File: config.mk
export PLATFORM = sky130hd
export DESIGN_NAME = vga_timing_gen
export DESIGN_NICKNAME = d
export VERILOG_FILES = /design/src/rtl/vga_pkg.sv /design/src/rtl/vga_delay_line.sv /design/src/rtl/vga_timing_gen.sv
export SDC_FILE = /design/constraint.sdc
export NUM_CORES = 1
export LEC_CHECK = 0
export ABC_AREA = 1
export BUFFER_PORTS_ARGS = -buffer_cell sky130_fd_sc_hd__buf_2
export CORE_MARGIN = 10
export CORE_UTILIZATION = 35
export CTS_CLUSTER_DIAMETER = 50
export CTS_CLUSTER_SIZE = 25
export DETAILED_ROUTE_END_ITERATION = 12
export GPL_TIMING_DRIVEN = 0
export HOLD_SLACK_MARGIN = 0.06
export PLACE_DENSITY = 0.67
export SLEW_MARGIN = 15
export SYNTH_ARGS = -nofsm -noshare
export SYNTH_HDL_FRONTEND = slang
export SYNTH_SLANG_ARGS = --single-unit
File: constraint.sdc
create_clock -name clk -period 1.5 [get_ports clk]
set_input_delay 0.075 -clock clk [delete_from_list [all_inputs] [get_ports clk]]
set_output_delay 0.075 -clock clk [all_outputs]
set_load 0.02 [all_outputs]
File: src/rtl/vga_pkg.sv
// Shared timing defaults, derived totals and types for the VGA raster generator.
package vga_pkg;

    // 640x480@60 timing, 100 MHz system clock
    localparam int unsigned DEF_CLK_DIV  = 4;
    localparam int unsigned DEF_H_ACTIVE = 640;
    localparam int unsigned DEF_H_FP     = 16;
    localparam int unsigned DEF_H_SYNC   = 96;
    localparam int unsigned DEF_H_BP     = 48;
    localparam int unsigned DEF_V_ACTIVE = 480;
    localparam int unsigned DEF_V_FP     = 10;
    localparam int unsigned DEF_V_SYNC   = 2;
    localparam int unsigned DEF_V_BP     = 33;
    localparam int unsigned DEF_PIX_LAT  = 1;

    localparam int unsigned H_TOTAL = DEF_H_ACTIVE + DEF_H_FP + DEF_H_SYNC + DEF_H_BP;
    localparam int unsigned V_TOTAL = DEF_V_ACTIVE + DEF_V_FP + DEF_V_SYNC + DEF_V_BP;

    // Raster counters are 10 bit; decode compares run one bit wider so
    // limits such as H_TOTAL=800 never wrap.
    localparam int unsigned CNT_W = 10;
    localparam int unsigned CMP_W = 11;

    typedef struct packed {
        logic [3:0] r;
        logic [3:0] g;
        logic [3:0] b;
    } rgb_t;

    localparam rgb_t RGB_BLACK = '0;

    // Per-pixel region flags carried through the latency-matching delay line
    typedef struct packed {
        logic act;
        logic hs;
        logic vs;
    } flags_t;

    localparam int unsigned FLAG_W = $bits(flags_t);

    // Half-open interval test: lo <= v < hi
    function automatic logic in_span(
        input logic [CMP_W-1:0] v,
        input logic [CMP_W-1:0] lo,
        input logic [CMP_W-1:0] hi
    );
        return (v >= lo) && (v < hi);
    endfunction

endpackage

File: src/rtl/vga_delay_line.sv
// Enabled shift register; each enabled clock moves data one stage along.
// DEPTH=0 collapses to a wire.
module vga_delay_line #(
    parameter int unsigned WIDTH = 1,
    parameter int unsigned DEPTH = 1
) (
    input  logic             clk,
    input  logic             reset_n,
    input  logic             en,
    input  logic [WIDTH-1:0] d,
    output logic [WIDTH-1:0] q
);

    generate
        if (DEPTH == 0) begin : g_pass
            logic w_unused_ctrl;
            assign w_unused_ctrl = &{1'b0, clk, reset_n, en};
            assign q = d;
        end else begin : g_shift
            logic [WIDTH-1:0] r_stage [DEPTH];

            // Shift on enable; reset clears every stage
            always_ff @(posedge clk) begin
                if (!reset_n) begin
                    for (int unsigned i = 0; i < DEPTH; i++) begin
                        r_stage[i] <= '0;
                    end
                end else if (en) begin
                    r_stage[0] <= d;
                    for (int unsigned i = 1; i < DEPTH; i++) begin
                        r_stage[i] <= r_stage[i-1];
                    end
                end
            end

            assign q = r_stage[DEPTH-1];
        end
    endgenerate

endmodule

File: src/rtl/vga_timing_gen.sv
// VGA raster generator: pixel-rate divider, DrawX/DrawY counters, region
// decode, renderer-latency alignment and registered VGA pins.
module vga_timing_gen
    import vga_pkg::*;
#(
    parameter int unsigned CLK_DIV  = DEF_CLK_DIV,
    parameter int unsigned H_ACTIVE = DEF_H_ACTIVE,
    parameter int unsigned H_FP     = DEF_H_FP,
    parameter int unsigned H_SYNC   = DEF_H_SYNC,
    parameter int unsigned H_BP     = DEF_H_BP,
    parameter int unsigned V_ACTIVE = DEF_V_ACTIVE,
    parameter int unsigned V_FP     = DEF_V_FP,
    parameter int unsigned V_SYNC   = DEF_V_SYNC,
    parameter int unsigned V_BP     = DEF_V_BP,
    parameter bit          SYNC_POL = 1'b0,
    parameter int unsigned PIX_LAT  = DEF_PIX_LAT
) (
    input  logic             clk,
    input  logic             reset_n,
    input  logic [3:0]       Red_in,
    input  logic [3:0]       Green_in,
    input  logic [3:0]       Blue_in,
    output logic [CNT_W-1:0] DrawX,
    output logic [CNT_W-1:0] DrawY,
    output logic             pixel_tick,
    output logic             frame_start,
    output logic             hsync,
    output logic             vsync,
    output logic             active,
    output logic [3:0]       vga_r,
    output logic [3:0]       vga_g,
    output logic [3:0]       vga_b
);

    localparam int unsigned H_TOT = H_ACTIVE + H_FP + H_SYNC + H_BP;
    localparam int unsigned V_TOT = V_ACTIVE + V_FP + V_SYNC + V_BP;
    localparam int unsigned DIV_W = (CLK_DIV > 1) ? $clog2(CLK_DIV) : 1;

    localparam logic [DIV_W-1:0] DIV_LAST = DIV_W'(CLK_DIV - 1);
    localparam logic [CNT_W-1:0] X_LAST   = CNT_W'(H_TOT - 1);
    localparam logic [CNT_W-1:0] Y_LAST   = CNT_W'(V_TOT - 1);

    localparam logic [CMP_W-1:0] H_ACT_C = CMP_W'(H_ACTIVE);
    localparam logic [CMP_W-1:0] V_ACT_C = CMP_W'(V_ACTIVE);
    localparam logic [CMP_W-1:0] HS_LO   = CMP_W'(H_ACTIVE + H_FP);
    localparam logic [CMP_W-1:0] HS_HI   = CMP_W'(H_ACTIVE + H_FP + H_SYNC);
    localparam logic [CMP_W-1:0] VS_LO   = CMP_W'(V_ACTIVE + V_FP);
    localparam logic [CMP_W-1:0] VS_HI   = CMP_W'(V_ACTIVE + V_FP + V_SYNC);

    logic [DIV_W-1:0]  r_div_cnt;
    logic [CNT_W-1:0]  r_draw_x;
    logic [CNT_W-1:0]  r_draw_y;
    logic [CNT_W-1:0]  w_x_next;
    logic [CNT_W-1:0]  w_y_next;
    logic              w_pixel_tick;
    logic              w_x_last;
    logic              w_y_last;
    logic [CMP_W-1:0]  w_x_cmp;
    logic [CMP_W-1:0]  w_y_cmp;
    flags_t            w_raw;
    logic [FLAG_W-1:0] w_dly_q;
    flags_t            w_dly;
    rgb_t              w_rgb_in;
    rgb_t              r_rgb;
    logic              r_active;
    logic              r_hsync;
    logic              r_vsync;
    logic              r_frame_start;

    // System-clock divider: wraps every CLK_DIV clocks
    always_ff @(posedge clk) begin
        if (!reset_n) begin
            r_div_cnt <= '0;
        end else if (r_div_cnt == DIV_LAST) begin
            r_div_cnt <= '0;
        end else begin
            r_div_cnt <= r_div_cnt + 1'b1;
        end
    end

    assign w_pixel_tick = (r_div_cnt == DIV_LAST);
    assign w_x_last     = (r_draw_x == X_LAST);
    assign w_y_last     = (r_draw_y == Y_LAST);

    // Next raster position: advance on the pixel tick, wrap line then frame
    always_comb begin
        w_x_next = r_draw_x;
        w_y_next = r_draw_y;
        if (w_pixel_tick) begin
            if (w_x_last) begin
                w_x_next = '0;
                w_y_next = w_y_last ? '0 : r_draw_y + 1'b1;
            end else begin
                w_x_next = r_draw_x + 1'b1;
            end
        end
    end

    // Raster position registers
    always_ff @(posedge clk) begin
        if (!reset_n) begin
            r_draw_x <= '0;
            r_draw_y <= '0;
        end else begin
            r_draw_x <= w_x_next;
            r_draw_y <= w_y_next;
        end
    end

    // Frame pulse marks the first clock spent at (0,0) after a wrap, so it
    // never fires on reset release.
    always_ff @(posedge clk) begin
        if (!reset_n) begin
            r_frame_start <= 1'b0;
        end else begin
            r_frame_start <= w_pixel_tick && w_x_last && w_y_last;
        end
    end

    assign w_x_cmp = {1'b0, r_draw_x};
    assign w_y_cmp = {1'b0, r_draw_y};

    // Region decode for the pixel currently being issued to the renderer
    always_comb begin
        w_raw     = '0;
        w_raw.act = (w_x_cmp < H_ACT_C) && (w_y_cmp < V_ACT_C);
        w_raw.hs  = in_span(w_x_cmp, HS_LO, HS_HI);
        w_raw.vs  = in_span(w_y_cmp, VS_LO, VS_HI);
    end

    // Hold the flags back by the renderer latency so they line up with RGB
    vga_delay_line #(
        .WIDTH (FLAG_W),
        .DEPTH (PIX_LAT)
    ) u_flag_dly (
        .clk     (clk),
        .reset_n (reset_n),
        .en      (w_pixel_tick),
        .d       (w_raw),
        .q       (w_dly_q)
    );

    assign w_dly    = flags_t'(w_dly_q);
    assign w_rgb_in = {Red_in, Green_in, Blue_in};

    // Pin register: sync polarity applied here, colour blanked outside active
    always_ff @(posedge clk) begin
        if (!reset_n) begin
            r_active <= 1'b0;
            r_hsync  <= ~SYNC_POL;
            r_vsync  <= ~SYNC_POL;
            r_rgb    <= RGB_BLACK;
        end else if (w_pixel_tick) begin
            r_active <= w_dly.act;
            r_hsync  <= w_dly.hs ? SYNC_POL : ~SYNC_POL;
            r_vsync  <= w_dly.vs ? SYNC_POL : ~SYNC_POL;
            r_rgb    <= w_dly.act ? w_rgb_in : RGB_BLACK;
        end
    end

    assign DrawX       = r_draw_x;
    assign DrawY       = r_draw_y;
    assign pixel_tick  = w_pixel_tick;
    assign frame_start = r_frame_start;
    assign hsync       = r_hsync;
    assign vsync       = r_vsync;
    assign active      = r_active;
    assign vga_r       = r_rgb.r;
    assign vga_g       = r_rgb.g;
    assign vga_b       = r_rgb.b;

endmodule

; ---- Word level (Yosys, flattened, before mapping)
; Memories as Yosys holds them, arrays and structs flattened.
; Index checks and enable logic that the tools add are counted.
; W data, S select, Z words.
[classes]
n_addsub = 3
magnitude_cmp = 6
eq_ne = 3
mux = 11
bitwise = 1
n_reduce_logical = 8
[op_table]
columns = operator, n
row1 = $add A10 B1 Y10 const B, 2
row2 = $eq A10 B10 Y1 const B, 2
row3 = $lt A10 B10 Y1 const B, 2
row4 = $lt A10 B9 Y1 const B, 2
row5 = $mux W10, 2
row6 = $mux W12, 1
row7 = $ge A10 B10 Y1 const B, 1
row8 = $ge A10 B9 Y1 const B, 1
row9 = $mux W1, 7
row10 = $logic_and A1 B1 Y1, 5
row11 = $mux W3, 1
row12 = $reduce_or A3 Y1, 1
row13 = $add A2 B1 Y2 const B, 1
row14 = $eq A2 B2 Y1 const B, 1
row15 = $reduce_and A2 Y1, 1
row16 = $reduce_or A2 Y1, 1
row17 = $not A1 Y1, 1
[totals]
register_bits = 38
ram_bits = 3
input_bits = 14
out_inout_bits = 37
wordCells = 43
memories = 1
[mem_list]
columns = name, words, width, rd, rd_ports_with_merged_regs, wr, line
row1 = u_flag_dly.g_shift.r_stage, 1, 3, 1, 0, 1, vga_delay_line.sv:20  ; logic [WIDTH-1:0] r_stage [DEPTH];

; ---- Longest topological paths before layout
; Gate-level depths: netlist of run 1.
[depth]
depth_word = 6
ltp_mapped = 10
ltp_nobuf = 9

; ---- Hierarchy
; Synthesis of run 1 repeated with hierarchy kept, for this count alone.
[hier_totals]
hier_cells = 235
area_unflattened_um2 = 1919.3
[by_module_without_submodules]
columns = module, n_inst, cells_per_inst, area_each_um2, seq_area_each_um2
row1 = vga_timing_gen, 1, 223, 1795.5, 760.7
row2 = vga_delay_line, 1, 12, 123.9, 90.1

; ---- Worst setup path before layout of run 1
; Ideal clock, no wire load.
[synth_timing]
kind = reg2reg
startpoint = register r_div_cnt[0]
endpoint = register r_draw_x[3] (netlist: DrawX[3])
setup_ps = 123
arrival_ps = 1456
t_required_ps = 1377
path_slack_ps = -79
stages_incl_launch_ff = 9
n_path_buf = 1
synth_period_minus_slack_ps = 1579
path_cell_list = dfxtp_1 ha_1 nand2_2 nor2_4 nand2_2 nor2_4 buf_8 nor2_2 nor3b_2
[synth_between]
elab_chain_len = 1
[synth_lines]
columns = item, line
row1 = start: declaration, vga_timing_gen.sv:50  ; logic [DIV_W-1:0] r_div_cnt;
row2 = start signal: assignment, vga_timing_gen.sv:77  ; r_div_cnt <= r_div_cnt + 1'b1;
row3 = $eq A2 B2 Y1, vga_timing_gen.sv:81  ; assign w_pixel_tick = (r_div_cnt == DIV_LAST);
row4 = via pixel_tick, vga_timing_gen.sv:25  ; output logic pixel_tick,
row5 = end signal: assignment, vga_timing_gen.sv:105  ; r_draw_x <= w_x_next;
row6 = end: declaration, vga_timing_gen.sv:51  ; logic [CNT_W-1:0] r_draw_x;
; The timed path passes the listed nets, and every way through them passes these cells.
; A chain may end at the register's enable or synchronous reset.

; ---- Worst setup path after layout of run 1
[layout_timing]
startpoint = register r_draw_x[1] (netlist: DrawX[1])
endpoint = register r_draw_y[7] (netlist: DrawY[7])
[layout_between]
elab_chain_len = 2
[layout_lines]
columns = item, line
row1 = $eq A10 B10 Y1, vga_timing_gen.sv:82  ; assign w_x_last = (r_draw_x == X_LAST);
row2 = $reduce_and A2 Y1 (no line), --
row3 = end signal: assignment, vga_timing_gen.sv:106  ; r_draw_y <= w_y_next;
row4 = end: declaration, vga_timing_gen.sv:52  ; logic [CNT_W-1:0] r_draw_y;
; Every way passes these cells.

==> run summary, run 1 <==
GR Util All Layers: 0.120
Pre-antenna DRT Iters: 4
CP Capture Type: flop
count leader, synth: dfxtp_1
Fillers: 493
Synthesis Warnings: 0
Max Fclk: 0.698 GHz
combinational share of power: 0.084
placed instance count: 344
max-cap viol count: 0
top-area cell type share of the netlist area: 0.412
worst path required time: 1.69 ns
syn avg cell area: 8.23 um^2
Setup-failing EPs final: 0
CP arrival: 1.62 ns
pwr dens: 790 nW/um^2
setup TNS: 0 ns
Initial Util: 0.361
Post-synth ARST share: 0
setup slack after layout: 0.0678 ns
layout net count: 322
Rel. slew slack: 0.731
post-place setup slack: -0.0603 ns
Clock Power Share: 0.352
I/O Buffers: 50
Post-synth EDFFs: 3
Net Sw Frac: 0.247
leakage power: 1.17 nW
routed vias/inst: 4.74
Final min period: 1.43 ns
largest net degree at the start of global routing: 14
layout cells sized above 1: 0.329
top_reg_cell synth: dfxtp_1
outcome: completed
Max VDD drop: 0.356 mV
Worst-Skew Late Latency: 0.30 ns
final slew viol count: 0
vias in the first global route: 1786
Hold WS: 0.196 ns
DR iter-0 viols: 69
crit path kind: reg2reg
top post-synthesis cells by count: dfxtp_1 (38), nor2_1 (36), inv_1 (29)
cell area after layout: 2550 um^2
CTS Root Cell: clkbuf_8
Seq cells post-synth: 41
Crit Path Max Fanout: 8
Max clock buf depth: 2
CORE AREA: 5110 um^2
Hold Vio Cnt, Final: 0
Net Switching: 0.000499 W
Routability Congestion: 0.846
Post-Synthesis Cell Area: 1840 um^2
DR DRC count: 0
placed instance area: 2190 um^2
ant diodes: 0
largest cells by area after synthesis: dfxtp_1 (41%), nor2_1 (7.3%), a32o_1 (6.5%)
drt total wl: 5100 um
Reg power frac: 0.564
Die ar.: 8570 um^2
IO Pins: 51
number of buffers created by CTS: 5
Worst-path clk slew: 0.08 ns
Synth Instances: 224
Non-Filler Instances: 374
clock sink count: 41
Die Wd: 92.6 um
final worst-path cycle share: 0.955
Post-DRT Antenna Nets: 0
dominant cell type by area after synthesis: dfxtp_1
grt ovf: 0
HP Class: in2reg
H-tree depth: 2
slew at the pin closest to its max-slew limit: 0.403 ns
Area Overhead vs Synth: 38.5%
via count: 1771
clk_skew: 0.00692 ns
Cell variety after synth: 29
post-synthesis sequential area ratio: 0.461
TritonCTS clock tree: done
initial antenna violation count: 0
drt wl/cell: 13.6 um
P_int: 0.00152 W
global-route wire length before repair: 8470 um
Die Span Y: 92.6 um
dpl hpwl: 3440 um
std cell rows: 26
Startpoint Class: flop
syn nets: 243
==> sequential cells by signal, indices dropped and copies added (netlist names) <==
signal                      count
DrawX                          10
DrawY                          10
vga_b                           4
vga_g                           4
vga_r                           4
u_flag_dly.g_shift.r_stage      3
r_div_cnt                       2
active                          1
frame_start                     1
hsync                           1
vsync                           1
==> worst paths after layout <==
| path | startpoint | end | slack (ns) | depth (start not counted) |
|---|---|---|---|---|
| setup / recovery | DrawX[1] | DrawY[7] | 0.07 | 9 |
| hold / removal | reset_n | DrawX[6] | 0.20 | 3 |
| setup reg to reg | DrawX[1] | DrawY[7] | 0.07 | 9 |
| hold reg to reg | u_flag_dly.g_shift.r_stage[0][1] | hsync | 0.42 | 1 |
==> cells in the final DEF, fill, tap and decap left out, types with 7 or more instances in the layout <==
cell           count
buf_4              8
nand4_1            7
inv_1             29
dlygate4sd3_1     12
dfxtp_1           32
nor2_1            34
nand3_1           20
nand2_1           26
buf_2             52
a32o_1            12
a21oi_1           10
==> what timing repair did <==
action | 4_1_cts | 5_1_grt
buffers inserted | 6 | 3
setup endpoints to repair | 13 | 31
pin swaps | 3 | 3
gates resized for setup | 8 | 8
cloned | 1 | 0
hold buffers | 12 | 0
endpoints found under the hold margin | 12 | 0
==> through the flow <==
| step | total power (W) | util |
|---|---|---|
| floorplan | 0.00123 | - |
| CTS | 0.00205 | 0.492 |
| global route | 0.00212 | 0.500 |
| global placement | 0.00128 | 0.428 |
| finish | 0.00202 | 0.500 |
| detailed placement | 0.00129 | 0.428 |
==> worst max-delay path, cell delays in order, from the launching register on <==
cell	delay, ns
dfxtp_2	0.36
ha_4	0.15
nand2_4	0.06
nor2_4	0.11
nand2_4	0.07
nor2_4	0.17
buf_8	0.15
nand2_4	0.09
nand3_1	0.11
nor2_1	0.04
==> metal layers <==
layer | track usage | vias up | part of all wire
met1 | 0.146 | 814 | 0.47
li1 | - | 904 | -
met2 | 0.186 | 49 | 0.45
met5 | 0 | - | 0
met4 | 0.0591 | 0 | 0.012
met3 | 0.0404 | 4 | 0.071
==> cell type report <==
class,instances,area (um^2),area share
repair buffers,72,478,0.187
well taps,70,87.6,0.0343
inverters,30,113,0.0441
clock buffers,5,68.8,0.0269
multi-input cells,147,881,0.345
plain buffers,6,47.5,0.0186
clock inverters,3,17.5,0.00686
flip-flops and latches,41,861,0.337
==> cell families (layout without fill, tap and decap cells) <==
logic type      count (synthesis)  in the layout  synth area share
xor+xnor                        2              2           0.00950
flops                          41             41             0.461
buf+inv                        36            116            0.0855
compound gates                 30             30             0.117
simple gates                  110            110             0.292
fa+ha+maj                       5              5            0.0339
==> power by group through the flow <==
stage                     Sequential [W]  Clock (W)  Combinational, W
after floorplan                  0.00117          0         0.0000647
after global placement           0.00116          0          0.000123
after detailed placement         0.00116          0          0.000126
after CTS                        0.00114   0.000746          0.000162
after global routing             0.00114   0.000793          0.000188
final                            0.00114   0.000711          0.000169
Note: power is estimated with default switching activity, not from simulation.
==> run 2, diff against run 1 <==
Settings changed: PLACE_DENSITY 0.67 to 0.65.
Clock period 1.5 ns to 1.8 ns, I/O delays scaled along.
==> run 2 against run 1 <==
Worst setup slack gained 0.098 ns. Via count shrank 2.8%. Routed wire length shrank 7.5%. Hold slack gained 0.0062 ns. Register-to-register slack gained 0.098 ns. Clock skew shrank 0.0015 ns. Cell count shrank 2.7%. Sequential share of layout area grew 1.5 points. Clock-buffer cell count is the same. Clock power grew 3.5%. Critical endpoint is now DrawX[3]. Largest cell class is now flip-flops and latches.
==> run summary, run 2 (same netlist as run 1, synthesis figures left out) <==
outcome: completed
dpl hpwl: 3430 um
worst path required time: 1.98 ns
crit path kind: reg2reg
DR iter-0 viols: 67
number of buffers created by CTS: 5
GR Util All Layers: 0.111
TritonCTS clock tree: done
Post-DRT Antenna Nets: 0
met1 usage in global routing: 0.135
Final min period: 1.63 ns
Fillers: 520
final slew viol count: 0
r2r endpoint: DrawX[3]
Resize count post-CTS: 0
reg-to-reg setup timing slack: 0.17 ns
Setup crit end: DrawX[3]
Hold Vio Cnt, Final: 0
HP Class: in2reg
Startpoint Class: flop
Die ar.: 8570 um^2
Rel. slew slack: 0.708
Die Wd: 92.6 um
Worst-path clk slew: 0.08 ns
Pre-antenna DRT Iters: 5
Max VDD drop: 0.319 mV
Area Overhead vs Synth: 31.1%
RSZ-0062 raised after global routing: no
post-place setup slack: 0.153 ns
setup TNS: 0 ns
Routability Congestion: 0.777
largest net degree at the start of global routing: 15
pwr dens: 746 nW/um^2
CTS Root Cell: clkbuf_8
most used routing layer: met2
CP Capture Type: flop
CP arrival: 1.82 ns
Die Span Y: 92.6 um
vias in the first global route: 1546
std cell rows: 26
ant diodes: 0
layout cells sized above 1: 0.265
final worst-path cycle share: 0.908
setup slack after layout: 0.166 ns
Crit Path Max Fanout: 10
clk_skew: 0.00541 ns
met3 usage: 0.0412
DR DRC count: 0
Setup-failing EPs final: 0
Sequential Area: 851 um^2
grt ovf: 0
Reg-to-Reg Start: r_div_cnt[0]
Initial Util: 0.361
CORE AREA: 5110 um^2
slew at the pin closest to its max-slew limit: 0.438 ns
IO Pins: 51
Max Fclk: 0.612 GHz
routed vias/inst: 4.73
most common cell after layout, fill and taps aside: buf_2
H-tree depth: 2
global-route wire length before repair: 7820 um
Max clock buf depth: 2
Worst Reg-to-Reg Cells: 8
layout net count: 312
I/O Buffers: 50
Multi-input gate area: 836 um^2
Worst-Skew Late Latency: 0.29 ns
leakage power: 1.09 nW
initial antenna violation count: 0
most frequent cells in the layout: buf_2 (53), dfxtp_1 (38), nor2_1 (36), inv_1 (29), nand2_1 (27)
Setup crit start: r_div_cnt[0]
drt wl/cell: 13.0 um
clock sink count: 41
drt total wl: 4720 um
via count: 1722
max-cap viol count: 0
met2 Resource Use GR: 0.172
## run 2: changes by cell type in the layout (fill, tap and decap cells not counted), sizes merged
cell    before  now
buf         64   55
clkbuf       7    6
clkinv       2    1
bufinv       0    1
## run 2: metrics by stage
step / hold WS, ns / area [um^2] / total power [W] / std cells / util
final: 0.202 / 2420 / 0.00180 / 364 / 0.473
after CTS: 0.208 / 2420 / 0.00183 / 364 / 0.473
after global placement: 0.343 / 2180 / 0.00107 / 344 / 0.427
after global routing: 0.223 / 2420 / 0.00188 / 364 / 0.473
after detailed placement: 0.348 / 2180 / 0.00107 / 344 / 0.427
after floorplan: 0.258 / 1840 / 0.00103 / 224 / -
## run 2: layer usage
metal / share of wire / vias up
met2: 0.44 / 49
met3: 0.070 / 5
met4: 0.016 / 0
li1: - / 891
met1: 0.47 / 777
met5: 0 / -
## run 2: worst max-delay path, cell delays in order, from the launching register on
cell	delay (ns)
dfxtp_1	0.34
ha_1	0.33
nand2_2	0.13
nor2_4	0.11
nand2_2	0.09
nor2_4	0.13
buf_8	0.16
nor2_2	0.08
nor3b_2	0.17
## run 2: area by class of cell
cell class                 count  area share
buffer                         6      0.0186
clock buffer                   5      0.0285
clock inverter                 3      0.0192
inverter                      30      0.0466
multi-input combinational    147       0.346
sequential                    41       0.352
tap                           70      0.0362
timing repair buffer          62       0.153
## run 2: how the worst min path moves through the flow
stage | start | endpoint | slack, ns | cells past startpoint
5_1_grt | reset_n | DrawY[8] | 0.22 | 3
4_1_cts | reset_n | DrawY[8] | 0.21 | 3
3_3_place_gp | Blue_in[0] | vga_b[0] | 0.34 | 2
6_report | reset_n | DrawY[8] | 0.20 | 3
2_1_floorplan | Blue_in[2] | vga_b[2] | 0.26 | 1
3_5_place_dp | Green_in[1] | vga_g[1] | 0.35 | 2
## run 2: power by group
part | internal (W) | leakage, nW | switching (W)
logic | 0.0000524 | 0.698 | 0.0000716
registers | 0.000935 | 0.338 | 0.00000944
clock network | 0.000415 | 0.0543 | 0.000321
total | 0.00140 | 1.09 | 0.000402
## run 2: repair_timing
item	CTS	global route
hold endpoints to repair	12	0
hold buffers	12	0
buffers inserted	0	0
